--- src/rtl/y86_pkg.sv ---
// Shared Y86 definitions for the writeback / register-file slice:
// instruction codes, register specifiers and the decoded destination pair.
package y86_pkg;

    localparam int unsigned REG_ID_W = 4;
    localparam int unsigned CNT_W    = 16;

    localparam logic [3:0] HALT   = 4'h0;
    localparam logic [3:0] NOP    = 4'h1;
    localparam logic [3:0] CMOVXX = 4'h2;
    localparam logic [3:0] IRMOVQ = 4'h3;
    localparam logic [3:0] RMMOVQ = 4'h4;
    localparam logic [3:0] MRMOVQ = 4'h5;
    localparam logic [3:0] OPQ    = 4'h6;
    localparam logic [3:0] JXX    = 4'h7;
    localparam logic [3:0] CALL   = 4'h8;
    localparam logic [3:0] RET    = 4'h9;
    localparam logic [3:0] PUSHQ  = 4'hA;
    localparam logic [3:0] POPQ   = 4'hB;

    localparam logic [3:0] RNONE  = 4'hF;
    localparam logic [3:0] RSP    = 4'h4;

    typedef struct packed {
        logic [REG_ID_W-1:0] dst_e;
        logic [REG_ID_W-1:0] dst_m;
    } dst_t;

    // Codes above POPQ are not part of the instruction set.
    function automatic logic icode_invalid(input logic [3:0] ic);
        return ic > POPQ;
    endfunction

endpackage

--- src/rtl/y86_writeback_rf_if.sv ---
// Writeback request, read ports and status of the Y86 register file.
interface y86_writeback_rf_if
    import y86_pkg::*;
#(
    parameter int unsigned DATA_W = 64,
    parameter int unsigned NREGS  = 15
);
    logic                    wb_valid;
    logic [3:0]              icode;
    logic                    cond;
    logic [REG_ID_W-1:0]     rA;
    logic [REG_ID_W-1:0]     rB;
    logic [DATA_W-1:0]       valE;
    logic [DATA_W-1:0]       valM;
    logic [REG_ID_W-1:0]     srcA;
    logic [REG_ID_W-1:0]     srcB;
    logic [DATA_W-1:0]       valA;
    logic [DATA_W-1:0]       valB;
    logic [NREGS*DATA_W-1:0] reg_flat;
    logic [CNT_W-1:0]        wr_count;
    logic                    bad_icode;

    modport master (
        output wb_valid, icode, cond, rA, rB, valE, valM, srcA, srcB,
        input  valA, valB, reg_flat, wr_count, bad_icode
    );

    modport slave (
        input  wb_valid, icode, cond, rA, rB, valE, valM, srcA, srcB,
        output valA, valB, reg_flat, wr_count, bad_icode
    );
endinterface

--- src/rtl/y86_dst_decode.sv ---
// Maps an instruction's icode/cond/rA/rB to its E and M write destinations.
module y86_dst_decode
    import y86_pkg::*;
(
    input  logic [3:0]          icode,
    input  logic                cond,
    input  logic [REG_ID_W-1:0] rA,
    input  logic [REG_ID_W-1:0] rB,
    output dst_t                dst_c
);

    always_comb begin
        dst_c.dst_e = RNONE;
        dst_c.dst_m = RNONE;
        case (icode)
            CMOVXX:            if (cond) dst_c.dst_e = rB;
            IRMOVQ, OPQ:       dst_c.dst_e = rB;
            CALL, RET, PUSHQ:  dst_c.dst_e = RSP;
            MRMOVQ:            dst_c.dst_m = rA;
            POPQ: begin
                dst_c.dst_e = RSP;
                dst_c.dst_m = rA;
            end
            HALT, NOP, RMMOVQ, JXX: ;
            default: ;
        endcase
    end

endmodule

--- src/rtl/y86_writeback_rf.sv ---
// Y86 register file with dual writeback (valE/valM), combinational read ports
// with optional same-cycle bypass, a commit counter and a sticky bad-icode flag.
module y86_writeback_rf
    import y86_pkg::*;
#(
    parameter int unsigned DATA_W = 64,
    parameter int unsigned NREGS  = 15,
    parameter int unsigned BYPASS = 1
) (
    input  logic              clk,
    input  logic              rst_n,
    y86_writeback_rf_if.slave bus
);

    dst_t dst_c;

    y86_dst_decode u_dst_decode (
        .icode (bus.icode),
        .cond  (bus.cond),
        .rA    (bus.rA),
        .rB    (bus.rB),
        .dst_c (dst_c)
    );

    logic [DATA_W-1:0] regs_q [NREGS];
    logic [DATA_W-1:0] regs_d [NREGS];
    logic [CNT_W-1:0]  wr_count_q, wr_count_d;
    logic              bad_icode_q, bad_icode_d;
    logic              wr_e_c, wr_m_c;

    // Specifiers at or above NREGS (including RNONE) never write.
    always_comb begin
        wr_e_c = bus.wb_valid && (32'(dst_c.dst_e) < NREGS);
        wr_m_c = bus.wb_valid && (32'(dst_c.dst_m) < NREGS);
    end

    // M is applied after E so popq %rsp keeps the loaded value.
    always_comb begin
        for (int i = 0; i < int'(NREGS); i++) begin
            regs_d[i] = regs_q[i];
            if (wr_e_c && dst_c.dst_e == REG_ID_W'(i)) regs_d[i] = bus.valE;
            if (wr_m_c && dst_c.dst_m == REG_ID_W'(i)) regs_d[i] = bus.valM;
        end
        wr_count_d  = (wr_e_c || wr_m_c) ? wr_count_q + CNT_W'(1) : wr_count_q;
        bad_icode_d = bad_icode_q | (bus.wb_valid & icode_invalid(bus.icode));
    end

    always_ff @(posedge clk or negedge rst_n) begin
        if (!rst_n) begin
            for (int i = 0; i < int'(NREGS); i++) regs_q[i] <= '0;
            wr_count_q  <= '0;
            bad_icode_q <= 1'b0;
        end else begin
            for (int i = 0; i < int'(NREGS); i++) regs_q[i] <= regs_d[i];
            wr_count_q  <= wr_count_d;
            bad_icode_q <= bad_icode_d;
        end
    end

    // Read ports: out-of-range addresses return 0; bypass mirrors write priority.
    always_comb begin
        bus.valA = '0;
        bus.valB = '0;
        for (int i = 0; i < int'(NREGS); i++) begin
            if (bus.srcA == REG_ID_W'(i)) begin
                bus.valA = regs_q[i];
                if (BYPASS != 0) begin
                    if (wr_e_c && dst_c.dst_e == REG_ID_W'(i)) bus.valA = bus.valE;
                    if (wr_m_c && dst_c.dst_m == REG_ID_W'(i)) bus.valA = bus.valM;
                end
            end
            if (bus.srcB == REG_ID_W'(i)) begin
                bus.valB = regs_q[i];
                if (BYPASS != 0) begin
                    if (wr_e_c && dst_c.dst_e == REG_ID_W'(i)) bus.valB = bus.valE;
                    if (wr_m_c && dst_c.dst_m == REG_ID_W'(i)) bus.valB = bus.valM;
                end
            end
        end
    end

    always_comb begin
        for (int i = 0; i < int'(NREGS); i++) begin
            bus.reg_flat[i*DATA_W +: DATA_W] = regs_q[i];
        end
    end

    assign bus.wr_count  = wr_count_q;
    assign bus.bad_icode = bad_icode_q;

endmodule
--- src/flat_wrapper.sv ---
// flat-port wrapper written by rule: the top's interface ports become plain ports
module y86_writeback_rf_flat import y86_pkg::*;
#(
    parameter int unsigned DATA_W = 64,
    parameter int unsigned NREGS  = 15,
    parameter int unsigned BYPASS = 1
)
  (clk, rst_n, bus_wb_valid, bus_icode, bus_cond, bus_rA, bus_rB, bus_valE, bus_valM, bus_srcA, bus_srcB, bus_valA, bus_valB, bus_reg_flat, bus_wr_count, bus_bad_icode);
  y86_writeback_rf_if #(.DATA_W(DATA_W), .NREGS(NREGS)) bus_i ();
  input  logic clk;
  input  logic rst_n;
  input wire logic [$bits(bus_i.wb_valid)-1:0] bus_wb_valid;
  input wire logic [$bits(bus_i.icode)-1:0] bus_icode;
  input wire logic [$bits(bus_i.cond)-1:0] bus_cond;
  input wire logic [$bits(bus_i.rA)-1:0] bus_rA;
  input wire logic [$bits(bus_i.rB)-1:0] bus_rB;
  input wire logic [$bits(bus_i.valE)-1:0] bus_valE;
  input wire logic [$bits(bus_i.valM)-1:0] bus_valM;
  input wire logic [$bits(bus_i.srcA)-1:0] bus_srcA;
  input wire logic [$bits(bus_i.srcB)-1:0] bus_srcB;
  output wire logic [$bits(bus_i.valA)-1:0] bus_valA;
  output wire logic [$bits(bus_i.valB)-1:0] bus_valB;
  output wire logic [$bits(bus_i.reg_flat)-1:0] bus_reg_flat;
  output wire logic [$bits(bus_i.wr_count)-1:0] bus_wr_count;
  output wire logic [$bits(bus_i.bad_icode)-1:0] bus_bad_icode;
  assign bus_i.wb_valid = bus_wb_valid;
  assign bus_i.icode = bus_icode;
  assign bus_i.cond = bus_cond;
  assign bus_i.rA = bus_rA;
  assign bus_i.rB = bus_rB;
  assign bus_i.valE = bus_valE;
  assign bus_i.valM = bus_valM;
  assign bus_i.srcA = bus_srcA;
  assign bus_i.srcB = bus_srcB;
  assign bus_valA = bus_i.valA;
  assign bus_valB = bus_i.valB;
  assign bus_reg_flat = bus_i.reg_flat;
  assign bus_wr_count = bus_i.wr_count;
  assign bus_bad_icode = bus_i.bad_icode;
  y86_writeback_rf #(.DATA_W(DATA_W), .NREGS(NREGS), .BYPASS(BYPASS)) u_core (.clk(clk), .rst_n(rst_n), .bus(bus_i));
endmodule
--- config.mk ---
export PLATFORM = sky130hd
export DESIGN_NAME = y86_writeback_rf_flat
export DESIGN_NICKNAME = d
export VERILOG_FILES = /design/src/rtl/y86_pkg.sv /design/src/rtl/y86_writeback_rf_if.sv /design/src/rtl/y86_dst_decode.sv /design/src/rtl/y86_writeback_rf.sv /design/src/flat_wrapper.sv
export SDC_FILE = /design/constraint.sdc
export NUM_CORES = 2
export LEC_CHECK = 0
export BUFFER_PORTS_ARGS = -buffer_cell sky130_fd_sc_hd__buf_4
export CAP_MARGIN = 30
export CORE_AREA = 2 2 495 497
export DETAILED_ROUTE_END_ITERATION = 8
export DIE_AREA = 0 0 497 499
export GPL_ROUTABILITY_DRIVEN = 1
export SLEW_MARGIN = 30
export SYNTH_ARGS = -nofsm -noshare
export SYNTH_HDL_FRONTEND = slang
export SYNTH_HIERARCHICAL = 1
export SYNTH_SLANG_ARGS = --single-unit
--- constraint.sdc ---
create_clock -name clk -period 5.36 [get_ports clk]
set_input_delay 0.536 -clock clk [delete_from_list [all_inputs] [get_ports clk]]
set_output_delay 0.536 -clock clk [all_outputs]
set_load 0.01 [all_outputs]
Yosys cells after proc, flatten, opt, wreduce, memory -nomap -nowiden
Cells that the tools add are included.
{ "totals": {"reg_bits": 977, "in_bits": 152, "out_inout_bits": 1105, "word_cells": 190} }
{ "classes": {"addsub": 1, "magnitude_cmp": 3, "n_eq_ne": 64, "mux": 63, "bitwise_logic": 2, "reduce_logical": 40} }
{ "op_table": {"columns": ["operator", "n"], "rows": [
  ["two-way mux 64 bit", 60],
  ["equality test 4 bit (second input constant)", 32],
  ["equality test 4 x 3 -> 1 bit (second input constant)", 18],
  ["equality test 4 x 2 -> 1 bit (second input constant)", 10],
  ["logical AND 1 bit", 32],
  ["adder 16 x 1 -> 16 bit (second input constant)", 1],
  ["equality test 4 x 1 -> 1 bit (second input constant)", 4],
  ["logical NOT 4 bit", 4],
  ["one-hot mux 4 bit (3 select lines)", 1],
  ["< comparator 4 bit (second input constant)", 2],
  ["two-way mux 4 bit", 2],
  ["> comparator 4 bit (second input constant)", 1],
  ["OR reduction 2 bit", 2],
  ["OR reduction 4 bit", 1],
  ["AND 1 bit", 1],
  ["logical OR 1 bit", 1],
  ["OR 1 bit", 1]
]} }

Depth between registers and ports, before layout
{ "logic_depth": {"ltp_word": 23, "depth_mapped": 15, "ltp_nobuf": 10} }

Cells and area by module
Netlist, hierarchy kept.
{ "by_module_without_submodules": {"columns": ["mod", "n_inst", "cells_per_inst", "area_each_um2"], "rows": [
  ["y86_writeback_rf", 1, 7304, 59440.8],
  ["y86_dst_decode", 1, 22, 161.4]
]} }

Worst setup path before layout
Ideal clock, no wire load.
{ "synth_path": {"path_type": "input-to-output", "from": "input bus_icode[0]", "to": "output bus_valA[59]", "arrival_ns": 3.212, "path_slack_ns": 1.612, "stages": 12, "n_path_buf": 2, "cell_sequence": "or4_4 > o211ai_1 > or3b_1 > buf_4 > clkbuf_1 > o21ai_0 > a31oi_2 > a22o_1 > a31oi_1 > nor4_1 > o21ai_1 > a221oi_1"} }
{ "synth_lines": {"columns": ["item", "line", "source"], "rows": [
  ["from (decl)", "flat_wrapper.sv:13", "input wire logic [$bits(bus_i.icode)-1:0] bus_icode;"],
  ["to (decl)", "flat_wrapper.sv:21", "output wire logic [$bits(bus_i.valA)-1:0] bus_valA;"]
]} }

==> results.md <==
* Async S/R FF share, synth at 100%
* Commonest non-fill, non-tap cell in the layout: buf_4
* WHS at 27.7 ps
* XOR/XNOR Fraction of Synth Area at less than 1%
* Final WS setup at -152 ps
* Max Cap Viol at 0
* CTS tree: done
* Max Slew Vio Count at 0
* Io pins at 1,257
* Mux contribution to synthesized area at 7.96%
* Worst VDD drop at roughly 0.00036 V
* Worst-Margin Slew at between 1000 and 1500 ps
* Drt pass-1 iters at 9
* Final hold vios at 0
* WL final at about 600,000 um
* Via-to-Cell Ratio at 6.37
* Worst path slowest cell: a31oi_2
* Failing checks: DRC, setup timing
* Syn Std Cell Area at about 60,000 um^2
* Sequential Power Share at roughly 33%
* Min Tclk post-route at about 5500 ps
* Average wire per standard cell at 48.9 um
* Htree depth at 4
* Final net count at 9,007
* Critical Path RT at between 4000 and 5000 ps
* Most frequent cells in the layout: buf_4 (2,021), nand2_1 (1,304), dfrtp_1 (977)
* Gr usage total at 46.3%
* Crit. End Element: output port
* Die H at ~500 um
* Sequential cell area fraction in the yosys report at between 40% and 50%
* Most used cell, CP: buf_4
* Yosys reg bits at a little under 1,000
* Syn_nets at 7,479
* Number of cell rows at between 150 and 200
* Initial Util at roughly a quarter
* CTS Buf Count at around 130
* Setup violations, final at 6
* Logic pwr share at between 30% and 40%
* CORE AREA at 243,000 um^2
* Clock slew at reported path FFs at 70 ps
* GR Overflow Total at 0
* Slew HR at between 20% and 30%
* Largest net degree at the start of global routing at 123
* Part of the power in the clock network at about 28%
* # port buffers at 1,256
* Max Clock Skew at between 6 and 7 ps
* Via count at 77,721
* Largest area contributor in the netlist: dfrtp_1
* Hold/Removal Path Class: input port to flip-flop
* DRC viols at 1
* Layout Area Growth over Synthesis at 39.7%
* CTS Sinks at between 900 and 1,000
* Drt first-iter violations at between 10,000 and 15,000
* Unique masters post-synth at 84
* P per Cell Area at between 400 and 500 nW/um^2
* Post-synth top area share at around two fifths
* Sum Neg Setup Slack at -364 ps
* Compound-gate portion of the synthesized area at between 20% and 30%
* Initial antenna violation count at a little over 70
* Leak pwr at around 38 nW
* Vias in the first global route at just over 70,000
* Layout cell share with drive strength beyond 1 at around 29%
* Die area at approximately 250,000 um^2
* Cell Chain, Critical Path: buf_4 > or4_4 > o211ai_1 > buf_4 > nor2b_4 > nand2_8 > buf_12 > mux2i_1 > o21ai_0 > o22ai_1 > or3_1 > a31oi_2 > a221o_1 > buf_4
* Total net switching power at 15.7 mW
* CTS root buffer: clkbuf_16
* First-pass GRT wire length at ~770,000 um
* EDFF count, synth at 0
* Largest family of logic cells by synthesized area: compound AO/OA/AOI/OAI gates
* Synth Flop Type: dfrtp_1
* Area contributors post-synth: dfrtp_1 (41%), nand2_1 (8.3%), mux2i_1 (7.8%), a21oi_1 (4.7%), o21ai_0 (4.6%)
* Adder-Cell Fraction of Synth Area at 0.0210%
* WP data arrival at 4980 ps
* Largest delay contributor family on the critical path: simple AND/OR/NAND/NOR gates
* Final HPWL DP at between 400,000 and 500,000 um
* Fill cell count at 25,255
* Startpoint types: input port
* Worst-Skew Late Latency at 840 ps
* WP buf/inv at 4
* Critical Path Fanout Max at 20
* Antenna-violating nets left at 0
* Die W at a little under 500 um
* WS Path Type: input port to output port
* Max Root-Sink Buffers at 3
* RSZ-0062 raised after global routing: no
* Slowest stage delay, CP at 580 ps
* Max Clock Freq at 181 MHz
* Fin crit share at 103%
* Sw Ratio at 44.2%
* Syn_area_per_cell at roughly 8.1 um^2
* Internal power at 19.7 mW
* Post-Syn Instances at about 7,300
* Placer Congestion at around 1.1
* Status: finished, violations left
* Yosys warns at 6
* Simple-gate share of the synthesized area at approximately 17%
[routing by layer]
layer  wire length [um]  track usage, %  vias to the layer above
met5                319           0.521                        -
met4              72200            45.1                       48
met3              79600            20.0                     2172
met2             244000            66.5                     7578
met1             200000            50.5                    38240
li1                   -               -                    29683
[per-stage QoR]
stage / util [%] / instance area, um^2 / cells / power [mW] / worst slack [ps]
4_1_cts: 34.3 / 83100 / 12164 / 34.4 / -62.9
5_1_grt: 34.3 / 83200 / 12174 / 35.8 / 18.3
3_5_place_dp: 32.3 / 78400 / 11914 / 24.6 / -658
3_3_place_gp: 32.3 / 78400 / 11913 / 24.6 / -725
2_1_floorplan: - / 59600 / 7326 / 14.7 / 1610
6_report: 34.3 / 83300 / 12201 / 35.4 / -152
[area by class of cell]
cell class / instances / area (um^2) / area share (%)
Multi-Input combinational cell: 5474 / 31800 / 38.2
Sequential cell: 977 / 24400 / 29.4
Timing Repair Buffer: 2164 / 18000 / 21.6
Tap cell: 3202 / 4010 / 4.81
Clock buffer: 198 / 3960 / 4.75
Clock inverter: 47 / 603 / 0.724
Inverter: 104 / 390 / 0.469
Antenna cell: 35 / 87.6 / 0.105
[logic make-up (layout without fill, tap and decap cells)]
kind of cell,count (synthesis),after routing
fa+ha+maj,1,1
compound gates,2541,2541
simple gates,2444,2444
xor+xnor,16,16
other cells,0,35
mux,472,472
flops,977,977
buf+inv,875,2513
[synthesized netlist by cell type, types with 103 or more instances]
cell         n
a21oi_1    555
a221oi_1   111
a22o_1     139
a22oi_1    173
a31oi_1    403
buf_2      165
clkbuf_1   506
dfrtp_1    977
inv_1      103
mux2i_1    466
nand2_1   1314
nand3_1    135
nor2_1     732
o21ai_0    553
o22ai_1    209
[worst reg2reg max path, stage by stage (launching register included)]
cell	delay (ps)
dfrtp_1	670
mux2i_1	140
o21ai_0	780
[power by group through the flow]
stage	Sequential (mW)	Clock, mW	Combinational, mW
floorplan	10.9	0	3.82
global placement	11.5	0	13.1
detailed placement	11.5	0	13.2
CTS	11.4	9.79	13.2
global route	11.5	10.1	14.2
finish	11.5	9.82	14.0
[registers in the layout, indices dropped and copies added, names as in the netlist]
name / cells
u_core/bus.reg_flat: 960
u_core/bus.wr_count: 16
u_core/bus.bad_icode: 1
[repair_timing]
action                                  in CTS  in global routing
hold buffers                                 2                  0
pin swaps                                    1                  3
endpoints found under the hold margin       63                  0
setup buffers                                3                  0
resized for setup                           20                 10
endpoints found under the setup margin      17                 11
[path summary, 6_finish.rpt]
kind,start,end,slack [ps],depth (start not counted)
setup / recovery,bus_icode[0],bus_valA[27],-150,14
hold / removal,bus_icode[3],u_core/bus.bad_icode,30,2
setup reg to reg,u_core/bus.reg_flat[520],u_core/bus.reg_flat[520],3570,2
hold reg to reg,u_core/bus.wr_count[15],u_core/bus.wr_count[15],480,1
max in group asynchronous,rst_n,u_core/bus.reg_flat[792],3460,4
min in group asynchronous,rst_n,u_core/bus.reg_flat[135],280,2
Note: power is estimated with default switching activity, not from simulation.
